**src/rtl/conv_pkg.sv**
```systemverilog
// Shared fixed-point geometry, the beat record carried through the stream, and ReLU/requant arithmetic.
// Latency: n/a (package only).
// Backpressure: n/a (package only).
package conv_pkg;

    localparam int N_FILTERS  = 64;
    localparam int H_OUT      = 5;
    localparam int W_OUT      = 5;
    localparam int DATA_WIDTH = 18;
    localparam int FRAC_WIDTH = 8;
    localparam int OUT_WIDTH  = 8;
    localparam int OUT_FRAC   = 4;
    localparam int SHIFT      = FRAC_WIDTH - OUT_FRAC;

    localparam int N_WORDS    = N_FILTERS * H_OUT * W_OUT;
    localparam int ADDR_WIDTH = $clog2(N_WORDS);
    localparam int FILT_WIDTH = $clog2(N_FILTERS);
    localparam int ROW_WIDTH  = $clog2(H_OUT);
    localparam int COL_WIDTH  = $clog2(W_OUT);

    // One stream beat: requantised value plus its position tags.
    typedef struct packed {
        logic [OUT_WIDTH-1:0]  data;
        logic [FILT_WIDTH-1:0] filt;
        logic [ROW_WIDTH-1:0]  row;
        logic [COL_WIDTH-1:0]  col;
        logic                  last;
        logic                  last_all;
    } beat_t;

    localparam logic [DATA_WIDTH:0] ROUND_ADD = (DATA_WIDTH+1)'(2 ** (SHIFT - 1));
    localparam logic [DATA_WIDTH:0] OUT_MAX   = (DATA_WIDTH+1)'(2 ** OUT_WIDTH - 1);

    // Clamp negatives to zero, round half up while dropping SHIFT fraction bits, saturate.
    // The sum is one bit wider than the input so the rounding add can never wrap.
    function automatic logic [OUT_WIDTH-1:0] relu_requant(input logic signed [DATA_WIDTH-1:0] x);
        logic [DATA_WIDTH:0] r;
        logic [DATA_WIDTH:0] q;
        r = x[DATA_WIDTH-1] ? '0 : {1'b0, x};
        q = (r + ROUND_ADD) >> SHIFT;
        if (q > OUT_MAX)
            return '1;
        return q[OUT_WIDTH-1:0];
    endfunction

endpackage

```
**src/rtl/conv_stream_fifo.sv**
```systemverilog
// Two-entry beat FIFO that decouples Y reads from the downstream stream handshake.
// Latency: a pushed beat is at the head the cycle after the push.
// Backpressure: writer must respect count; pop is ignored when empty, push is dropped only if full without a pop.
module conv_stream_fifo
    import conv_pkg::*;
(
    input  logic       clk,
    input  logic       rst,
    input  logic       push,
    input  beat_t      push_beat,
    input  logic       pop,
    output beat_t      head,
    output logic [1:0] count
);

    beat_t mem [2];
    logic  wr_ptr;
    logic  rd_ptr;
    logic  do_push;
    logic  do_pop;

    assign do_pop  = pop && (count != 2'd0);
    assign do_push = push && ((count != 2'd2) || do_pop);
    assign head    = mem[rd_ptr];

    // Storage, pointers and occupancy; storage is cleared so an empty FIFO presents zeros.
    always_ff @(posedge clk or posedge rst) begin
        if (rst) begin
            mem[0] <= '0;
            mem[1] <= '0;
            wr_ptr <= 1'b0;
            rd_ptr <= 1'b0;
            count  <= 2'd0;
        end else begin
            if (do_push) begin
                mem[wr_ptr] <= push_beat;
                wr_ptr      <= ~wr_ptr;
            end
            if (do_pop)
                rd_ptr <= ~rd_ptr;
            case ({do_push, do_pop})
                2'b10:   count <= count + 2'd1;
                2'b01:   count <= count - 2'd1;
                default: count <= count;
            endcase
        end
    end

endmodule

```
**src/rtl/conv_output_streamer.sv**
```systemverilog
// Drains Y after conv done: reads every word, applies ReLU + requant, streams tagged beats.
// Latency: first beat valid 2 cycles after start (read, capture); 1 beat/cycle with ready held high.
// Backpressure: reads issue only while FIFO + in-flight slots remain, so stalls never lose or duplicate beats.
module conv_output_streamer
    import conv_pkg::*;
(
    input  logic                  clk,
    input  logic                  rst,
    input  logic                  start,
    output logic                  busy,
    output logic                  done,
    output logic                  rd_en,
    output logic [ADDR_WIDTH-1:0] rd_addr,
    input  logic [DATA_WIDTH-1:0] rd_data,
    output logic                  m_valid,
    input  logic                  m_ready,
    output logic [OUT_WIDTH-1:0]  m_data,
    output logic [FILT_WIDTH-1:0] m_filt,
    output logic [ROW_WIDTH-1:0]  m_row,
    output logic [COL_WIDTH-1:0]  m_col,
    output logic                  m_last,
    output logic                  m_last_all
);

    localparam logic [1:0] S_IDLE  = 2'd0;
    localparam logic [1:0] S_RUN   = 2'd1;
    localparam logic [1:0] S_DRAIN = 2'd2;
    localparam logic [1:0] S_FIN   = 2'd3;

    localparam logic [FILT_WIDTH-1:0] F_LAST = FILT_WIDTH'(N_FILTERS - 1);
    localparam logic [ROW_WIDTH-1:0]  R_LAST = ROW_WIDTH'(H_OUT - 1);
    localparam logic [COL_WIDTH-1:0]  C_LAST = COL_WIDTH'(W_OUT - 1);

    logic [1:0]            state;
    logic [FILT_WIDTH-1:0] f_cnt;
    logic [ROW_WIDTH-1:0]  row_cnt;
    logic [COL_WIDTH-1:0]  col_cnt;

    logic                  inflight;
    logic [FILT_WIDTH-1:0] infl_filt;
    logic [ROW_WIDTH-1:0]  infl_row;
    logic [COL_WIDTH-1:0]  infl_col;
    logic                  infl_last;
    logic                  infl_last_all;

    logic [1:0] fifo_count;
    beat_t      head;
    beat_t      push_beat;
    logic       pop;
    logic [2:0] occ;
    logic       issue;
    logic       last_map;
    logic       last_word;

    // Slots already committed after this cycle's pop; a read is only issued if one is still free.
    assign pop       = m_valid && m_ready;
    assign occ       = 3'(fifo_count) + 3'(inflight) - 3'(pop);
    assign issue     = (state == S_RUN) && (occ < 3'd2);
    assign last_map  = (row_cnt == R_LAST) && (col_cnt == C_LAST);
    assign last_word = last_map && (f_cnt == F_LAST);

    assign rd_en = issue;
    assign busy  = (state != S_IDLE);
    assign done  = (state == S_FIN);

    // Control FSM; start is honoured only from IDLE, so a start during FIN is dropped.
    always_ff @(posedge clk or posedge rst) begin
        if (rst) begin
            state <= S_IDLE;
        end else begin
            case (state)
                S_IDLE:  if (start) state <= S_RUN;
                S_RUN:   if (issue && last_word) state <= S_DRAIN;
                S_DRAIN: if (pop && head.last_all) state <= S_FIN;
                default: state <= S_IDLE;
            endcase
        end
    end

    // Read address and f/i/j position counters advance together with each issued read.
    always_ff @(posedge clk or posedge rst) begin
        if (rst) begin
            rd_addr <= '0;
            f_cnt   <= '0;
            row_cnt <= '0;
            col_cnt <= '0;
        end else if (state == S_IDLE && start) begin
            rd_addr <= '0;
            f_cnt   <= '0;
            row_cnt <= '0;
            col_cnt <= '0;
        end else if (issue) begin
            rd_addr <= rd_addr + ADDR_WIDTH'(1);
            if (col_cnt == C_LAST) begin
                col_cnt <= '0;
                if (row_cnt == R_LAST) begin
                    row_cnt <= '0;
                    f_cnt   <= f_cnt + FILT_WIDTH'(1);
                end else begin
                    row_cnt <= row_cnt + ROW_WIDTH'(1);
                end
            end else begin
                col_cnt <= col_cnt + COL_WIDTH'(1);
            end
        end
    end

    // Hold the tags of the read in flight so they meet their data one cycle later.
    always_ff @(posedge clk or posedge rst) begin
        if (rst) begin
            inflight      <= 1'b0;
            infl_filt     <= '0;
            infl_row      <= '0;
            infl_col      <= '0;
            infl_last     <= 1'b0;
            infl_last_all <= 1'b0;
        end else begin
            inflight      <= issue;
            infl_filt     <= f_cnt;
            infl_row      <= row_cnt;
            infl_col      <= col_cnt;
            infl_last     <= last_map;
            infl_last_all <= last_word;
        end
    end

    assign push_beat.data     = relu_requant(rd_data);
    assign push_beat.filt     = infl_filt;
    assign push_beat.row      = infl_row;
    assign push_beat.col      = infl_col;
    assign push_beat.last     = infl_last;
    assign push_beat.last_all = infl_last_all;

    conv_stream_fifo u_fifo (
        .clk       (clk),
        .rst       (rst),
        .push      (inflight),
        .push_beat (push_beat),
        .pop       (pop),
        .head      (head),
        .count     (fifo_count)
    );

    assign m_valid    = (fifo_count != 2'd0);
    assign m_data     = head.data;
    assign m_filt     = head.filt;
    assign m_row      = head.row;
    assign m_col      = head.col;
    assign m_last     = head.last;
    assign m_last_all = head.last_all;

endmodule

```
**config.mk**
```make
export PLATFORM = sky130hd
export DESIGN_NAME = conv_output_streamer
export DESIGN_NICKNAME = d
export VERILOG_FILES = /design/src/rtl/conv_pkg.sv /design/src/rtl/conv_stream_fifo.sv /design/src/rtl/conv_output_streamer.sv
export SDC_FILE = /design/constraint.sdc
export NUM_CORES = 1
export LEC_CHECK = 0
export ABC_AREA = 1
export BUFFER_PORTS_ARGS = -buffer_cell sky130_fd_sc_hd__buf_2
export CAP_MARGIN = 10
export CELL_PAD_IN_SITES_DETAIL_PLACEMENT = 0
export CELL_PAD_IN_SITES_GLOBAL_PLACEMENT = 1
export CORE_MARGIN = 4
export CORE_UTILIZATION = 43
export DETAILED_ROUTE_END_ITERATION = 8
export PLACE_DENSITY = 0.84
export SYNTH_ARGS = -nofsm -noshare
export SYNTH_HDL_FRONTEND = slang
export SYNTH_SLANG_ARGS = --single-unit
```
**constraint.sdc**
```tcl
create_clock -name clk -period 4.1 [get_ports clk]
set_input_delay 0.82 -clock clk [delete_from_list [all_inputs] [get_ports clk]]
set_output_delay 0.82 -clock clk [all_outputs]
set_load 0.01 [all_outputs]
```
Yosys cells after proc, flatten, opt, wreduce, memory -nomap -nowiden:

Index checks and enable logic that the tools add are counted.

* flip-flop bits (word level): 88
* word-level logic and storage cells: 105
* output and inout port bits: 37
* input bits: 22

* reduce and logical (&&, ||, !) cells: 21
* eq/ne operators: 12
* mux-type cells: 28
* add/subtract/negate cells: 9
* $lt $le $gt $ge: 5
* bitwise logic cells: 4

Operators with widths (count)
* 2-to-1 mux 22 bit: 4
* bitwise mux 44 bit: 1
* 2-to-1 mux 6 bit: 4
* demux 22 bit (select 1 bit): 1
* 2-to-1 mux 11 bit: 2
* 2-to-1 mux 3 bit: 7
* adder 17 x 4 -> 18 bit, second input constant: 1
* 2-to-1 mux 17 bit: 1
* 2-to-1 mux 8 bit: 2
* > comparator 14 x 8 -> 1 bit, second input constant: 1
* nonzero test 2 bit: 6
* adder 11 x 1 -> 11 bit, second input constant: 1
* logical AND 1 bit: 10
* adder 3 x 1 -> 3 bit, second input constant: 2
* adder 6 x 1 -> 6 bit, second input constant: 1
* == test 2 bit, second input constant: 3
* == test 3 bit, second input constant: 2
* == test 6 bit, second input constant: 1
* 2-to-1 mux 2 bit: 3
* != test 2 bit, second input constant: 3
* one-hot mux 2 bit (3 select lines): 1
* AND reduction 3 bit: 2
* == test 2 x 1 -> 1 bit, second input constant: 2
* greater-or-equal comparator 2 bit, second input constant: 2
* other kinds (14): 16

Depth between registers and ports, before layout:

* word-level depth: 8
* depth in mapped cells: 16
* gate-level depth less buffers: 16

Modules after synthesis:

From an unflattened synthesis, not the netlist that was laid out.

* cell total of the unflattened synthesis: 598
* area, all modules: 4734.5 sq um

By module, submodules not included
* conv_output_streamer: times used 1, cells each 305, area each 2401.1 sq um, sequential area each 1001.0 sq um
* conv_stream_fifo: times used 1, cells each 293, area each 2333.5 sq um, sequential area each 1201.2 sq um

Least setup slack after synthesis:

OpenSTA, ideal clock, no wires.

* path type: input to output
* start point: in m_ready
* end point: out rd_en
* path buffers: 0
* required time: 3280 ps
* stages on the path: 10
* setup slack: 1104 ps
* arrival time: 2176 ps
* cells stage by stage: inv_1 a21oi_1 ha_1 inv_1 nand2_1 fa_1 inv_1 a21oi_1 nand2_2 inv_2

* longest elaborated chain between the ends: 4

Ends and longest elaborated chain
* start, declared: line conv_output_streamer.sv:16 `input logic m_ready,`
* logical AND 1 bit: line conv_output_streamer.sv:56 `assign pop = m_valid && m_ready;`
* subtractor 3 x 1 -> 3 bit: line conv_output_streamer.sv:57 `assign occ = 3'(fifo_count) + 3'(inflight) - 3'(pop);`
* < comparator 3 x 2 -> 1 bit: line conv_output_streamer.sv:58 `assign issue = (state == S_RUN) && (occ < 3'd2);`
* logical AND 1 bit: line conv_output_streamer.sv:58
* end, declared: line conv_output_streamer.sv:12 `output logic rd_en,`

No other way between the ends.

Worst setup path in the final report:

Ends and elaborated chain as after synthesis.

==> flow_summary.json <==
{
  "most_common_library_cell_in_the_layout_ignoring_fill_and_taps": "sky130_fd_sc_hd__nand2_1",
  "filler_cell_count_in_the_final_layout": 985,
  "synth_cell_types": 33,
  "detail_route.wl_per_cell_um": 12.6,
  "setup_repair_after_global_routing_missed_its_margin": "false",
  "pwr-share-seq_pct": 45.0,
  "timing.critical_path.to_type": "primary output",
  "tritoncts": "yes",
  "cts-root-to-sink-buffers": 2,
  "worstHoldPathType": "reg2reg",
  "cts-resized-gates": 0,
  "clk_pin_slew_ps": 80,
  "setup_tns_ps": 0,
  "clk_root_buffer_cell": "sky130_fd_sc_hd__clkbuf_8",
  "layout.area.seq_um2": 2200,
  "synthDominantAreaCellType": "sky130_fd_sc_hd__dfrtp_1",
  "ys_async_sr_fraction_pct": 100,
  "synthesis.yosys.warnings": 0,
  "num_vias": 3586,
  "critical_path_arrival_ps": 2520,
  "placement_rows": 37,
  "synth_largest_type_area_fraction_pct": 48.8,
  "grt-ovfl-total": 0,
  "netlist_area_um2": 4510,
  "share_of_cells_above_drive_strength_1_pct": 19.3,
  "global_route_wire_length_before_repair_um": 16800,
  "drt_first_pass_iters": 4,
  "fp.dieW_um": 110,
  "combinationalPowerShare_pct": 36.9,
  "route.final.wire_length_um": 9380,
  "cts_setup_buffers": 0,
  "outcome": "complete, no violations",
  "period_share_pct": 81.5,
  "syn-mean-instance-area_um2": 8.25,
  "number_of_port_buffers": 55,
  "grt_pass1_vias": 3616,
  "antenna_found_initial": 0,
  "p_int_uw": 1860,
  "synth_area_leaders": "sky130_fd_sc_hd__dfrtp_1 49%, sky130_fd_sc_hd__nand2_1 14%, sky130_fd_sc_hd__o21ai_0 5.4%",
  "drv.max_cap_violation_count": 0,
  "netlist_instances": 547,
  "numCtsBuffers": 9,
  "r2r_end": "f_cnt[5]",
  "slew-limit-headroom_pct": 32.9,
  "floorplan.core_area_um2": 10300,
  "cp.required_ps": 3280,
  "r2r.worst_path.cells": 15,
  "finalWorstSetupSlack_ps": 758,
  "period_needed_ps": 3340,
  "hold_fix_buffers_cts": 0,
  "design_area_um2": 5110,
  "io_pins": 59,
  "area_growth_syn_to_layout_pct": 13.1,
  "crit_path_max_fanout": 9,
  "fin_skew_ps": 13.6,
  "setup_slack_on_the_worst_flop_to_flop_path_ps": 1430,
  "grt_util_all_layers_pct": 16.6,
  "synth_flop_cell": "sky130_fd_sc_hd__dfrtp_1",
  "worstSetupPathType": "in2out",
  "cts_htree_levels": 3,
  "worst_ir_drop_vdd_mv": 0.262,
  "hold_violation_total_from_the_final_report": 0,
  "drcViolationCount": 0,
  "power_density_nw_per_um2": 598,
  "multiInputGateArea_um2": 1950,
  "switching_share_pct": 38.9,
  "grt_start_max_net_pins": 58,
  "pre_cts_ws_ps": 755,
  "starting_density_of_the_core_pct": 43.9,
  "route.antenna.remaining_nets": 0,
  "via_per_inst": 4.81,
  "r2r_start": "u_fifo.count[1]",
  "ys_ff_latch": 88,
  "drt_iter0_markers": 192,
  "placed_area_um2": 4920,
  "layout.nets": 641,
  "layout.cells.most_common_list": "172 x sky130_fd_sc_hd__nand2_1, 88 x sky130_fd_sc_hd__dfrtp_1, 63 x sky130_fd_sc_hd__inv_1, 55 x sky130_fd_sc_hd__buf_2, 49 x sky130_fd_sc_hd__o21ai_0",
  "clkPwrFrac_pct": 18.1,
  "setup.worst_path.start_class": "primary input",
  "hold_path_startpoint": "col_cnt[0]",
  "floorplan.die.height_um": 110,
  "finalSetupViolations": 0,
  "gp_routability_congestion": 0.781,
  "syn-num-nets": 583,
  "min_delay_worst_endpoint": "infl_col[0]",
  "antenna_cells": 0,
  "cts_sink_cnt": 88,
  "worst_slew_pin_slew_ps": 1010,
  "timing.final.max_slew_violations": 0,
  "place.detailed.hpwl_um": 6660,
  "skew_pair_late_insertion_delay_ps": 360,
  "yosysSeqAreaShare_pct": 48.8,
  "power.net_switching_uw": 1190,
  "fmaxAchievable_ghz": 0.299,
  "synth_enable_flop_cells": 0,
  "whs_path_depth": 0,
  "die_area_um2": 12200,
  "total_leakage_power_uw": 0.00262
}
==> sequential cells by signal, summed over array words and instances, names as in the netlist, 3 cells and up <==
register and cells:
u_fifo.mem 44, infl_filt 6, row_cnt 3, infl_row 3, rd_addr 11, col_cnt 3, f_cnt 6, infl_col 3
==> kinds of logic (layout without fill, tap and decap cells) <==
logic type	Yosys count	count (layout)	share of synthesized area, %
simple gates	273	273	27.4
compound gates	67	67	7.74
flops	88	88	48.8
xor+xnor	10	10	1.94
mux	8	8	2.00
buf+inv	87	150	8.10
fa+ha+maj	14	14	4.05
==> synth_stat cells, types with 2 or more instances <==
cell type and count:
sky130_fd_sc_hd__inv_1 64, sky130_fd_sc_hd__mux2_2 8, sky130_fd_sc_hd__nor2_2 2, sky130_fd_sc_hd__ha_1 13, sky130_fd_sc_hd__clkbuf_1 5, sky130_fd_sc_hd__inv_2 6
sky130_fd_sc_hd__nand2_4 2, sky130_fd_sc_hd__a21oi_1 15, sky130_fd_sc_hd__nand3_4 2, sky130_fd_sc_hd__xnor2_1 3, sky130_fd_sc_hd__nand4_1 14, sky130_fd_sc_hd__nor2_1 34
sky130_fd_sc_hd__nand2_1 172, sky130_fd_sc_hd__nor2_4 5, sky130_fd_sc_hd__nor4_1 3, sky130_fd_sc_hd__nand3_2 4, sky130_fd_sc_hd__buf_2 6, sky130_fd_sc_hd__buf_1 2
sky130_fd_sc_hd__nand3_1 19, sky130_fd_sc_hd__o21ai_0 49, sky130_fd_sc_hd__dfrtp_1 88, sky130_fd_sc_hd__xor2_1 7, sky130_fd_sc_hd__nor3_1 7, sky130_fd_sc_hd__nand2_2 8
==> per-layer routing <==
layer / up-vias / track usage (%) / wire length (µm)
met2: 57 / 27.0 / 4410
met3: 12 / 2.96 / 339
met4: 0 / 5.99 / 144
li1: 1850 / - / -
met5: - / 0 / 0
met1: 1667 / 22.2 / 4490
==> final cells by class <==
cell class              instances  share of cell area [%]
clock buffers                  11                    2.77
clock inverters                 5                   0.784
inverters                      72                    5.46
multi-input cells             372                    38.1
flip-flops and latches         88                    43.1
well taps                     136                    3.33
repair buffers                 62                    6.42
==> power groups by stage <==
stage	combinational (µW)	sequential [µW]	clock, µW
finish	1130	1370	552
CTS	1150	1380	569
global placement	1110	1380	0
floorplan	813	1340	0
global route	1310	1420	616
detailed placement	1140	1390	0
==> worst max-delay path, cell delays in order <==
cell and delay [ps]:
sky130_fd_sc_hd__buf_2 100, sky130_fd_sc_hd__inv_1 80, sky130_fd_sc_hd__a21oi_1 50, sky130_fd_sc_hd__ha_1 260, sky130_fd_sc_hd__inv_1 50, sky130_fd_sc_hd__nand2_1 60
sky130_fd_sc_hd__fa_1 480, sky130_fd_sc_hd__inv_1 40, sky130_fd_sc_hd__a21oi_1 140, sky130_fd_sc_hd__nand2_2 120, sky130_fd_sc_hd__inv_2 150, sky130_fd_sc_hd__buf_2 150
==> per-stage QoR <==
step	hold slack [ps]	util, %	power, µW	instances
after floorplan	374	-	2150	547
after global placement	393	47.9	2490	730
after detailed placement	396	47.9	2540	730
after CTS	415	49.7	3100	746
after global routing	438	49.7	3350	746
final	408	49.7	3050	746
==> how the worst max path moves through the flow <==
stage | start | endpoint
2_1_floorplan | rst | col_cnt[0]
3_3_place_gp | m_ready | rd_en
3_5_place_dp | m_ready | rd_en
4_1_cts | m_ready | rd_en
5_1_grt | m_ready | rd_en
6_report | m_ready | rd_en
Power figures use the tool's default switching activity.
